$ cat config.mk
export PLATFORM = sky130hd
export DESIGN_NAME = program_counter
export DESIGN_NICKNAME = d
export VERILOG_FILES = /design/src/rtl/program_counter_pkg.sv /design/src/rtl/program_counter_history.sv /design/src/rtl/program_counter.sv
export SDC_FILE = /design/constraint.sdc
export NUM_CORES = 1
export LEC_CHECK = 0
export BUFFER_PORTS_ARGS = -buffer_cell sky130_fd_sc_hd__buf_4
export CORE_UTILIZATION = 34
export DETAILED_ROUTE_END_ITERATION = 8
export PLACE_DENSITY = 0.69
export SLEW_MARGIN = 0
export SYNTH_ARGS = -nofsm -noshare
export SYNTH_HDL_FRONTEND = slang
export SYNTH_SLANG_ARGS = --single-unit
$ cat constraint.sdc
create_clock -name clk -period 2.6 [get_ports clk]
set_input_delay 0.39 -clock clk [delete_from_list [all_inputs] [get_ports clk]]
set_output_delay 0.39 -clock clk [all_outputs]
set_load 0.01 [all_outputs]
$ cat src/rtl/program_counter_pkg.sv
// -----------------------------------------------------------------------------
// program_counter_pkg
// Shared CPU definitions used by the program counter and its history helper.
//   ADDR_W   : instruction address width in bits
//   PC_RESET : address presented while the CPU is held in reset
//   pc_t     : address type, ADDR_W bits wide
// -----------------------------------------------------------------------------
package program_counter_pkg;

  localparam int ADDR_W = 8;

  typedef logic [ADDR_W-1:0] pc_t;

  localparam pc_t PC_RESET = 8'h00;

endpackage : program_counter_pkg

$ cat src/rtl/program_counter_history.sv
// -----------------------------------------------------------------------------
// pc_history
// Four-deep shift register holding the last four loaded program-counter
// values. The newest entry sits in hist[WIDTH-1:0], and older entries move
// up by one WIDTH-bit slot on every edge while out of reset.
// Ports:
//   clk   : clock, rising edge
//   rst_n : asynchronous active-low reset, clears every entry to RESET_VALUE
//   load  : value being loaded into the program counter on this edge
//   hist  : packed history {oldest, ..., newest}
// -----------------------------------------------------------------------------
module pc_history
  import program_counter_pkg::*;
#(
  parameter int              WIDTH       = ADDR_W,
  parameter logic [WIDTH-1:0] RESET_VALUE = WIDTH'(PC_RESET)
) (
  input  logic               clk,
  input  logic               rst_n,
  input  logic [WIDTH-1:0]   load,
  output logic [4*WIDTH-1:0] hist
);

  // Shift history up by one slot and insert the new load at the bottom.
  always_ff @(posedge clk or negedge rst_n) begin
    if (!rst_n) begin
      hist <= {4{RESET_VALUE}};
    end else begin
      hist <= {hist[3*WIDTH-1:0], load};
    end
  end

endmodule : pc_history

$ cat src/rtl/program_counter.sv
// -----------------------------------------------------------------------------
// program_counter
// Registered program counter. Captures the next-address bus on every rising
// clock edge and presents it to instruction memory, along with sequencing
// status for the control unit and debug logic.
// Ports:
//   in       : next program-counter value from fetch/branch logic
//   clk      : clock, rising edge
//   out      : current program-counter value (registered)
//   rst_n    : asynchronous active-low reset
//   prev_out : value out held before the most recent edge
//   changed  : most recent load differed from the previous out
//   seq      : most recent load equalled previous out + 1 (mod 2^WIDTH)
//   hist     : last four out values, newest in [WIDTH-1:0]
//              (present only when PC_HISTORY_EN is defined)
// Port order keeps the legacy positional form (in, clk, out) working.
// -----------------------------------------------------------------------------
module program_counter
  import program_counter_pkg::*;
#(
  parameter int               WIDTH       = ADDR_W,
  parameter logic [WIDTH-1:0] RESET_VALUE = WIDTH'(PC_RESET)
) (
  input  logic [WIDTH-1:0]   in,
  input  logic               clk,
  output logic [WIDTH-1:0]   out,
  input  logic               rst_n,
  output logic [WIDTH-1:0]   prev_out,
  output logic               changed,
`ifdef PC_HISTORY_EN
  output logic               seq,
  output logic [4*WIDTH-1:0] hist
`else
  output logic               seq
`endif
);

  // Successor of the current address; the carry out of the top bit is
  // dropped so 'hFF -> 'h00 counts as a sequential fetch.
  logic [WIDTH-1:0] out_plus_one;

  // Compute the wrapped successor of the current address.
  always_comb begin
    out_plus_one = out + WIDTH'(1);
  end

  // Main address register and sequencing flags, all updated together.
  always_ff @(posedge clk or negedge rst_n) begin
    if (!rst_n) begin
      out      <= RESET_VALUE;
      prev_out <= RESET_VALUE;
      changed  <= 1'b0;
      seq      <= 1'b0;
    end else begin
      prev_out <= out;
      out      <= in;
      changed  <= (in != out);
      seq      <= (in == out_plus_one);
    end
  end

`ifdef PC_HISTORY_EN
  pc_history #(
    .WIDTH       (WIDTH),
    .RESET_VALUE (RESET_VALUE)
  ) u_pc_history (
    .clk   (clk),
    .rst_n (rst_n),
    .load  (in),
    .hist  (hist)
  );
`endif

endmodule : program_counter

=== Yosys cells after proc, flatten, opt, wreduce, memory -nomap -nowiden ===
Cells that the tools add are included.

* Equality and inequality tests: 2
* Add/sub/neg operators: 1

{| class="wikitable"
|+ Operator list
! kind !! count
|-
| adder 8 x 1 -> 8 bit, second input constant || 1
|-
| equality test 8 bit || 1
|-
| != test 8 bit || 1
|}

* Output and inout bits: 18
* Input bits: 10
* Logic and storage cells: 7
* Flip-flop bits (word level): 18

=== Logic depth before layout (Yosys ltp) ===
* Depth in word-level cells: 2
* Gate-level depth with buffers: 6
* Gate-level depth less buffers: 6

=== Least setup slack after synthesis ===
No wires, ideal clock.

* Path type: reg2reg
* From: register out[0]
* To: register seq
* Clock period less this slack: 1.574 ns
* Path buffers: 0
* Path slack: 1.026 ns
* Arrival: 1.487 ns
* Setup time: 0.087 ns
* Data required time: 2.513 ns
* Stages on the path, launching flop included: 7
* Cell sequence: dfrtp_1 ha_1 nand2_1 mux2_1 o22ai_1 a21oi_1 a211oi_2

* Longest elaborated chain between the ends: 2

{| class="wikitable"
|+ RTL lines
! element !! RTL line !! text
|-
| from (decl) || program_counter.sv:26 || <nowiki>output logic [WIDTH-1:0] out,</nowiki>
|-
| from (signal assigned) || program_counter.sv:56 || <nowiki>out <= in;</nowiki>
|-
| adder 8 x 1 -> 8 bit || program_counter.sv:44 || <nowiki>out_plus_one = out + WIDTH'(1);</nowiki>
|-
| equality test 8 bit || program_counter.sv:58 || <nowiki>seq <= (in == out_plus_one);</nowiki>
|-
| to (signal assigned) || program_counter.sv:58 ||
|-
| to (decl) || program_counter.sv:34 || <nowiki>output logic seq</nowiki>
|}

No other way between the ends.

=== Worst setup path after layout ===
Ends and elaborated chain as after synthesis.

==> key figures <==
Route
  – Via density: 4.51
  – Detailed Routing Iterations Pass 1: 4
  – DRT antenna net count: 0
  – WL/cell: 11.9 um
  – First DRT Iteration DRCs: 2
  – Total routed wirelength: 1340 um
  – Via count: 510
  – DRC: 0

Floorplan
  – Row cnt: 16
  – Initial core utilization: 0.369
  – Die X: 48.6 um
  – # IOs: 28
  – Area of the die: 0.00236 mm2
  – Die Y: 48.6 um
  – Core area: 0.00200 mm2

Place
  – IO Port Bufs: 27
  – DP Cell Count: 109
  – Placed inst area: 975 um2
  – Dpl hpwl: 1030 um
  – Final weighted congestion in routability-driven placement: 0.723

Logic synthesis
  – Largest cells by area after synthesis: dfrtp_1, xor2_1, xnor2_1, nand3b_4, xnor2_2
  – Post-Syn Area: 738 um2
  – Post-synthesis register bit count: 18
  – Post-synth top area cell: dfrtp_1
  – Netlist cell types: 22
  – Post-synthesis sequential area ratio: 0.610
  – Post-synth top area share: 0.610
  – YS warnings: 0
  – Mean area per synthesized cell: 13.4 um2
  – Synth Instances: 55
  – Post-synthesis net count: 66

Clock network
  – CTS resizes: 0
  – Hold_buf cts: 1
  – Reg clk slew, reported paths: 0.10 ns
  – CTS Root Cell: clkbuf_4
  – Clock latency at the later pin of the worst-skew pair: 0.28 ns
  – H-tree depth: 1
  – Post-CTS setup buffer count: 0
  – TritonCTS buffer count: 3
  – Clock Sinks: 18
  – CTS tree: yes
  – CTS Buffer Depth: 2

STA
  – Fin. max-slew vios: 0
  – WHS: 0.217 ns
  – Max Freq: 597 MHz
  – Actual slew at the worst max-slew pin: 0.270 ns
  – Skew final: 0.00179 ns
  – # setup viols final: 0
  – Max-slew headroom: 0.820
  – Final hold vios: 0
  – Period Utilization, post-route: 0.644
  – Final min period: 1.67 ns
  – Setup tns final: 0 ns
  – RSZ-0062 raised after global routing: no

Setup path
  – Slowest cell delay on critical path: 0.45 ns
  – Number of cells on the worst reg-to-reg path: 6
  – Setup CP Type: reg2reg
  – Cell chain of the critical path: ha_1, nand2_1, mux2_1, o22ai_1, a21oi_1, a211oi_2
  – CP arrival: 1.88 ns
  – CP startpoint: out[0]
  – Worst EP required: 2.81 ns
  – Reg-to-reg endpoint: seq
  – Worst Path Max Fanout: 5
  – Critical R2R Launch: out[0]
  – Flop2flop setup slack: 0.93 ns
  – CP startpoint kind: register
  – Crit end category: register
  – Crit path max-delay cell type: dfrtp_1

Finish
  – ANT cells: 0
  – Final core occ: 0.503
  – Share of cells above drive strength 1: 0.395
  – Nets@finish: 99
  – Final std cells w/o fill: 113
  – Commonest non-fill, non-tap cell in the layout: buf_4
  – Layout area overhead: 36.4%
  – Most frequent cells in the layout: buf_4, dfrtp_1, xor2_1
  – Final Instance Area: 0.00101 mm2
  – Fill cells: 198

Min path
  – Hold Path Class: in2reg
  – Hold path depth: 1
  – Hold EP: out[2]
  – Worst Min Path Start: in[2]

Power
  – Share of power burned in the clock network: 0.255
  – Comb pwr share: 0.169
  – Net Sw Frac: 0.258
  – NetSw: 137 uW
  – Reg power frac: 0.576
  – P_leak: 0.000456 uW
  – VDD IR max: 0.000294 V
  – Power Dens Cells: 526 mW/mm2
  – Internal power: 393 uW

Global route
  – First-pass GRT wire length: 2200 um
  – Largest net degree at the start of global routing: 19
  – Overall routing resource usage: 0.124
  – Initial antenna violation count: 0
  – GRT overflow: 0
  – Vias in the first global route: 485

Flow run
  – Max_cap viols: 0

Status
  – Status: finished clean
cell usage after synthesis:
| library cell | instances |
|---|---|
| a2111oi_2 | 1 |
| a211oi_2 | 1 |
| a21oi_1 | 2 |
| and3_1 | 1 |
| dfrtp_1 | 18 |
| ha_1 | 1 |
| mux2_1 | 1 |
| nand2_1 | 3 |
| nand2b_1 | 1 |
| nand3_1 | 2 |
| nand3b_4 | 1 |
| nand4_1 | 2 |
| nor2_1 | 2 |
| nor2b_1 | 1 |
| nor3_1 | 2 |
| o21a_1 | 1 |
| o21ai_0 | 1 |
| o21ai_1 | 1 |
| o22ai_1 | 1 |
| xnor2_1 | 5 |
| xnor2_2 | 1 |
| xor2_1 | 6 |
critical path: cells and delay by family (launching register included):
kind,cells,cell delay [ns]
AND/OR/NAND/NOR,1,0.13
flip-flops,1,0.45
adder cells (fa/ha/maj),1,0.25
multiplexers,1,0.33
AO/OA/AOI/OAI,3,0.44
per-layer routing:
metal,global-route usage,wire length (um)
met2,0.211,639
met3,0.0252,77
met1,0.143,613
met4,0.0735,11
met5,0,0
power groups by stage:
stage	Sequential [uW]	Clock [uW]	Combinational, uW
3_5_place_dp	311	0	89.9
5_1_grt	307	148	98.4
4_1_cts	305	137	91.4
3_3_place_gp	310	0	89.0
2_1_floorplan	315	0	38.1
6_report	305	135	89.6
sequential cells by signal (all words and copies together) (netlist names):
signal    count
changed       1
out           8
prev_out      8
seq           1
metrics by stage:
step	total power (uW)	setup slack, ns
floorplan	353	1.03
global placement	399	1.01
detailed placement	401	0.971
CTS	533	0.934
global route	554	0.823
finish	530	0.926
kinds of logic (layout without fill, tap and decap cells):
group	count (synthesis)	after routing	synth area share
adders and majority gates	1	1	0.0169
buffers and inverters	0	31	0
and+or+nand+nor	15	15	0.122
xor gates and xnor gates	12	12	0.153
DFF	18	18	0.610
muxes	1	1	0.0153
AOI/OAI and AO/OA	8	8	0.0830
worst max-delay path by stage:
stage,slack (ns),cells past startpoint,end
after CTS,0.93,6,seq
after floorplan,1.03,6,seq
after global routing,0.82,6,seq
final,0.93,6,seq
after global placement,1.01,6,seq
after detailed placement,0.97,6,seq
final cells by class:
type                            instances  area (um2)  share of cell area
Multi-Input combinational cell         37         288               0.286
Timing Repair Buffer                   28         213               0.211
Sequential cell                        18         450               0.447
Clock buffer                            3        22.5              0.0224
Tap cell                               27        33.8              0.0335
Note: power is estimated with default switching activity, not from simulation.
